[config.mk]
export PLATFORM = sky130hd
export DESIGN_NAME = sysid_checker_csr
export DESIGN_NICKNAME = d
export VERILOG_FILES = /design/src/rtl/sysid_checker_pkg.sv /design/src/rtl/sysid_checker_csr.sv
export SDC_FILE = /design/constraint.sdc
export NUM_CORES = 1
export LEC_CHECK = 0
export CAP_MARGIN = 40
export CORE_MARGIN = 8
export CORE_UTILIZATION = 32
export CTS_BUF_LIST = sky130_fd_sc_hd__clkbuf_16
export DETAILED_ROUTE_END_ITERATION = 6
export PLACE_DENSITY = 0.86
export SKIP_CTS_REPAIR_TIMING = 1
export SLEW_MARGIN = 15
export SYNTH_ARGS = -nofsm -noshare
export SYNTH_HDL_FRONTEND = slang
export SYNTH_SLANG_ARGS = --single-unit
[constraint.sdc]
create_clock -name clock -period 2.6 [get_ports clock]
set_input_delay 0.52 -clock clock [delete_from_list [all_inputs] [get_ports clock]]
set_output_delay 0.52 -clock clock [all_outputs]
set_load 0.005 [all_outputs]
[src/rtl/sysid_checker_pkg.sv]
// sysid_checker_pkg: checker FSM states, CSR word addresses and status bit positions
package sysid_checker_pkg;
  typedef enum logic [2:0] {IDLE, RD_ID, WAIT_ID, RD_TS, WAIT_TS, COMPARE, DONE} state_e;
  localparam logic [1:0] CSR_STATUS = 2'd0;
  localparam logic [1:0] CSR_ID = 2'd1;
  localparam logic [1:0] CSR_TS = 2'd2;
  localparam logic [1:0] CSR_CTRL = 2'd3;
  localparam int ST_DONE = 0;
  localparam int ST_ID_OK = 1;
  localparam int ST_TS_OK = 2;
  localparam int ST_BUSY = 3;
endpackage

[src/rtl/sysid_checker_csr.sv]
// sysid_checker_csr: CSR decode with registered readdata and restart pulse, accepted only once a verdict exists
module sysid_checker_csr
  import sysid_checker_pkg::*;
(
  input  logic        clock,
  input  logic        reset_n,
  input  logic [1:0]  csr_address,
  input  logic        csr_read,
  input  logic        csr_write,
  input  logic [31:0] csr_writedata,
  input  logic        busy,
  input  logic        check_done,
  input  logic        id_ok,
  input  logic        ts_ok,
  input  logic [31:0] id,
  input  logic [31:0] ts,
  input  logic [7:0]  pass_count,
  output logic [31:0] csr_readdata,
  output logic        restart
);
  logic [3:0] status;
  logic [31:0] rdata_d, rdata_q;
  logic unused_wdata;
  always_comb begin
    status = '0;
    status[ST_DONE] = check_done;
    status[ST_ID_OK] = id_ok;
    status[ST_TS_OK] = ts_ok;
    status[ST_BUSY] = busy;
    rdata_d = !csr_read ? rdata_q :
              csr_address == CSR_STATUS ? {28'b0, status} :
              csr_address == CSR_ID ? id :
              csr_address == CSR_TS ? ts : {24'b0, pass_count};
  end
  always_ff @(posedge clock) rdata_q <= !reset_n ? '0 : rdata_d;
  assign restart = csr_write && csr_address == CSR_CTRL && csr_writedata[0] && check_done;
  assign csr_readdata = rdata_q;
  assign unused_wdata = ^csr_writedata[31:1];
endmodule

# [Word-level counts from Yosys, hierarchy flattened]
# Index checks and enable logic that the tools add are counted.
[word_totals] elab_cells=11 register_bits=32
[classes] reduce_logical=4 mux=3 n_eq_ne=3
[op_table] cell="32-bit 2-to-1 mux" count=3
[op_table] cell="2-bit equality test, second input constant" count=2
[op_table] cell="1-bit logical AND" count=3
[op_table] cell="2-bit by 1-bit equality test with 1-bit output, second input constant" count=1
[op_table] cell="2-bit logical NOT" count=1

# [Longest topological paths before layout]
# Gate-level depths: netlist (run 1).
[depth] word_depth=4 depth_mapped=6 ltp_nobuf=3

# [Worst setup path after synthesis (run 1)]
# Ideal clock, no wire load.
[synth_timing] path_type="in2reg" from="in csr_address[0]" to="reg rdata_q[2], in the netlist csr_readdata[2]" setup_slack_ps=1169 required_time_ps=2484 cell_stages=4 path_buffers=1 arrival_ps=1314 path_cell_list="buf_6 mux4_2 mux2i_1 nor2b_1"
[synth_between] elab_chain_len=4 elab_cells_between_ends=6 cone_classes="eq/ne (2); mux (3); reduce/logical (1)"
[synth_lines] item="start, declared" line_no="sysid_checker_csr.sv:7" source="input logic [1:0] csr_address,"
[synth_lines] item="2-bit equality test" line_no="sysid_checker_csr.sv:33" source="csr_address == CSR_TS ? ts : {24'b0, pass_count};"
[synth_lines] item="32-bit 2-to-1 mux" line_no="sysid_checker_csr.sv:33"
[synth_lines] item="32-bit 2-to-1 mux" line_no="sysid_checker_csr.sv:32" source="csr_address == CSR_ID ? id :"
[synth_lines] item="32-bit 2-to-1 mux *" line_no="sysid_checker_csr.sv:31" source="csr_address == CSR_STATUS ? {28'b0, status} :"
[synth_lines] item="end signal, assigned" line_no="sysid_checker_csr.sv:35" source="always_ff @(posedge clock) rdata_q <= !reset_n ? '0 : rdata_d;"
[synth_lines] item="end, declared" line_no="sysid_checker_csr.sv:22" source="logic [31:0] rdata_d, rdata_q;"
# Mark *: on every way between the ends. The rest lies on a longest branch, timed or not.
# A chain may end at the register's enable or synchronous reset.

# [Worst setup path after layout (run 1)]
[layout_timing] from="in csr_address[1]" to="out restart"
[layout_between] elab_chain_len=4
[layout_lines] item="2-bit equality test" line_no="sysid_checker_csr.sv:36" source="assign restart = csr_write && csr_address == CSR_CTRL && csr_writedata[0] && check_done;"
[layout_lines] item="1-bit logical AND (3 in series)" line_no="sysid_checker_csr.sv:36"
[layout_lines] item="end, declared" line_no="sysid_checker_csr.sv:19" source="output logic restart"
# Every way passes these cells.

==> run_results.csv, run 1 <==
group,metric,value,unit
detailed_routing,detail_route.vias_per_cell,5.233,
global_route,first_pass_grt_wire_length,8.666,mm
cts,tritoncts.num_buffers,5,
synthesis,ys_ff_latch,32,
power_and_ir_drop,leakagePower,1.029,nW
synthesis,most_frequent_cell_after_synthesis,"dfxtp_1",
sta,totalNegativeSetupSlack,0,ns
layout,nets,380,
worst_setup_path,startpoint_kind_of_the_worst_setup_timing_path,"input pin",
synthesis,post_synth_num_cell_types,16,
synthesis,synth-edff-count,0,
detailed_routing,drt_pre_antenna_iters,4,
cts,clk_latency,0.27,ns
place,globalplace.congestion,0.7457,
power_and_ir_drop,power,1.398,mW
cts,cts_tree,"yes",
worst_setup_path,critical_path_class,"in2out",
global_route,grt_antenna_before_repair,0,
synthesis,syn_avg_cell_area,9.590,sq um
sta,grt_setup_unrepaired,"false",
sta,timing.final.crit_share,0.8655,
detailed_routing,dr.first_iter.drc_count,85,
sta,finalSetupViolations,0,
floorplan,die_area,7082,sq um
worst_setup_path,slowest_delay,0.53,ns
floorplan,die_x,84.16,microns
power_and_ir_drop,power.density,500.5,nW/um^2
synthesis,synth.yosys.seq_area_share,0.4310,
status,outcome,"finished clean",
detailed_routing,drt_drc_violations_left,0,
synthesis,synth_ff_type,"dfxtp_1",
floorplan,pin_count,147,
global_route,grt_util_all_layers,0.1493,
synthesis,syn_area,1486,sq um
place,place.port_buffers,115,
floorplan,num_rows,24,
synthesis,synth_cells,155,
synthesis,synth_fp_nets,269,
place,dp.final_hpwl,4.322,mm
detailed_routing,drt.antenna.violating_nets,0,
sta,final_critical_path_setup_slack,0.3497,ns
cts,clock_sink_count,32,
sta,max_slew_violation_count,0,
sta,worst_clock_skew,0,ns
place,post-place-ws,0.3510,ns
cts,root_buffer,"clkbuf_16",
global_route,maximum_number_of_pins_on_one_net_before_global_route_repair,60,
floorplan,fp.coreArea,4414,sq um
detailed_routing,postRouteWirelength,5.397,mm
detailed_routing,routed_wire_length_per_instance,16.97,microns
sta,max_clock_freq,444.4,MHz
worst_setup_path,critPathArrivalTime,1.73,ns
synthesis,yosys.area.top_type,"dfxtp_1",
sta,layout_min_cycle_time,2.250,ns
cts,maximum_clock_path_buffer_count,2,
min_path,worstHoldPathType,"reg2reg",
synthesis,synth.area.top_cells,"dfxtp_1, a22oi_1, a21oi_1, o21ai_0, mux4_2",
worst_setup_path,worst_path_most_repeated_cell,"clkdlybuf4s50_1",
cts,htree_levels,2,
place,place_area,2659,sq um
layout,area_delta_synth_final,87.88,%
cts,clock_edge_transition_at_the_registers_on_the_reported_setup_and_hold_paths,0.05,ns
global_route,globalRoute.totalOverflow,0,
layout,drive_gt1_frac,0.09023,
floorplan,initial_core_utilization,0.3367,
synthesis,async_flop_share,0,
synthesis,synth_top_cell_area_share,0.4310,
layout,n_fill_cell,371,
sta,relative_slew_slack,0.6382,
worst_setup_path,cp_max_fo,3,
layout,post-route-cell-area,2793,sq um
layout,largest_reg_flops,32,
synthesis,yosysWarnings,0,
sta,worst_slew_pin_slew,0.5403,ns
layout,insertedDiodeCount,0,
worst_setup_path,worstPathCellList,"clkdlybuf4s50_1, nand3_1, nor2_1, clkdlybuf4s50_1",
global_route,vias_in_the_first_global_route,1763,
worst_setup_path,crit_required,2.08,ns
run,drv.max_cap_violation_count,0,
worst_setup_path,worstSetupEndpointType,"output port",
power_and_ir_drop,max-vdd-ir-drop,280.3,uV
worst_setup_path,cpMaxStageDelayCell,"clkdlybuf4s50_1",
synthesis,commonest_cells_in_the_netlist,"dfxtp_1, a21oi_1, a22oi_1, o21ai_0, clkbuf_1",
detailed_routing,routed-via-count,1664,
floorplan,die_y,84.16,microns
sta,final-hold-violation-count,0,
critical path, delay by kind of cell:
| family | cells | cell delay (ns) |
|---|---|---|
| buffers and inverters | 2 | 1.03 |
| AND/OR/NAND/NOR | 2 | 0.18 |
where the power goes:
group          switching (mW)  leakage, nW  internal [mW]
registers              0.0147        0.265          0.525
logic                   0.107        0.693          0.220
clock network           0.188       0.0709          0.343
cell usage in the layout, fill, tap and decap left out:
cell type and count:
clkbuf_16 5, mux2i_1 4, clkinv_2 1, mux4_2 4
inv_1 1, nor2_1 1, clkdlybuf4s50_1 114, buf_12 2
nand3_1 1, buf_4 4, nor2b_2 1, a22oi_1 28
nor2b_4 1, buf_2 1, o21ai_0 28, nand2_1 1
buf_6 1, nor2b_1 4, a21oi_1 28, mux2_2 4
dfxtp_1 32
cell type report:
| cell class | instances | area [sq um] | share of cell area |
|---|---|---|---|
| clock buffer | 5 | 125.1 | 0.04480 |
| clock inverter | 2 | 8.758 | 0.003136 |
| multi-input combinational | 105 | 725.7 | 0.2599 |
| sequential | 32 | 640.6 | 0.2294 |
| tap | 52 | 65.06 | 0.02330 |
| timing repair buffer | 122 | 1227 | 0.4395 |
logic make-up (layout without fill, tap and decap cells):
family,Yosys count,count (layout),share of synthesized area
AO/OA/AOI/OAI,84,84,0.3300
buffers and inverters,18,129,0.08249
flip-flops,32,32,0.4310
multiplexers,12,12,0.1178
AND/OR/NAND/NOR,9,9,0.03871
per-stage QoR:
step                instances  hold WS, ns    util
global placement          310       0.4973  0.5998
floorplan                 155       0.5073       -
finish                    318       0.5080  0.6327
CTS                       318       0.5155  0.6327
detailed placement        311       0.5012  0.6023
global route              318       0.5289  0.6327
worst paths after layout:
check,startpoint,depth (start not counted),slack (ns),to
max,csr_address[1],4,0.35,restart
min,csr_readdata[1],2,0.51,csr_readdata[1]
max reg2reg,csr_readdata[4],2,1.94,csr_readdata[4]
min reg2reg,csr_readdata[1],2,0.51,csr_readdata[1]
layer usage:
layer / part of all wire / track usage / routed length (microns)
met1: 0.37 / 0.1501 / 2002
met2: 0.52 / 0.2584 / 2806
met3: 0.10 / 0.08599 / 561
met4: 0.0048 / 0.03768 / 26
met5: 0 / 0 / 0
Power figures use the tool's default switching activity.
==> run 2: changes to the inputs <==
CTS_CLUSTER_SIZE = 20   (was not set)
==> results of run 2 <==
Same layout as run 1: the final DEF is identical, and so are final timing and power.
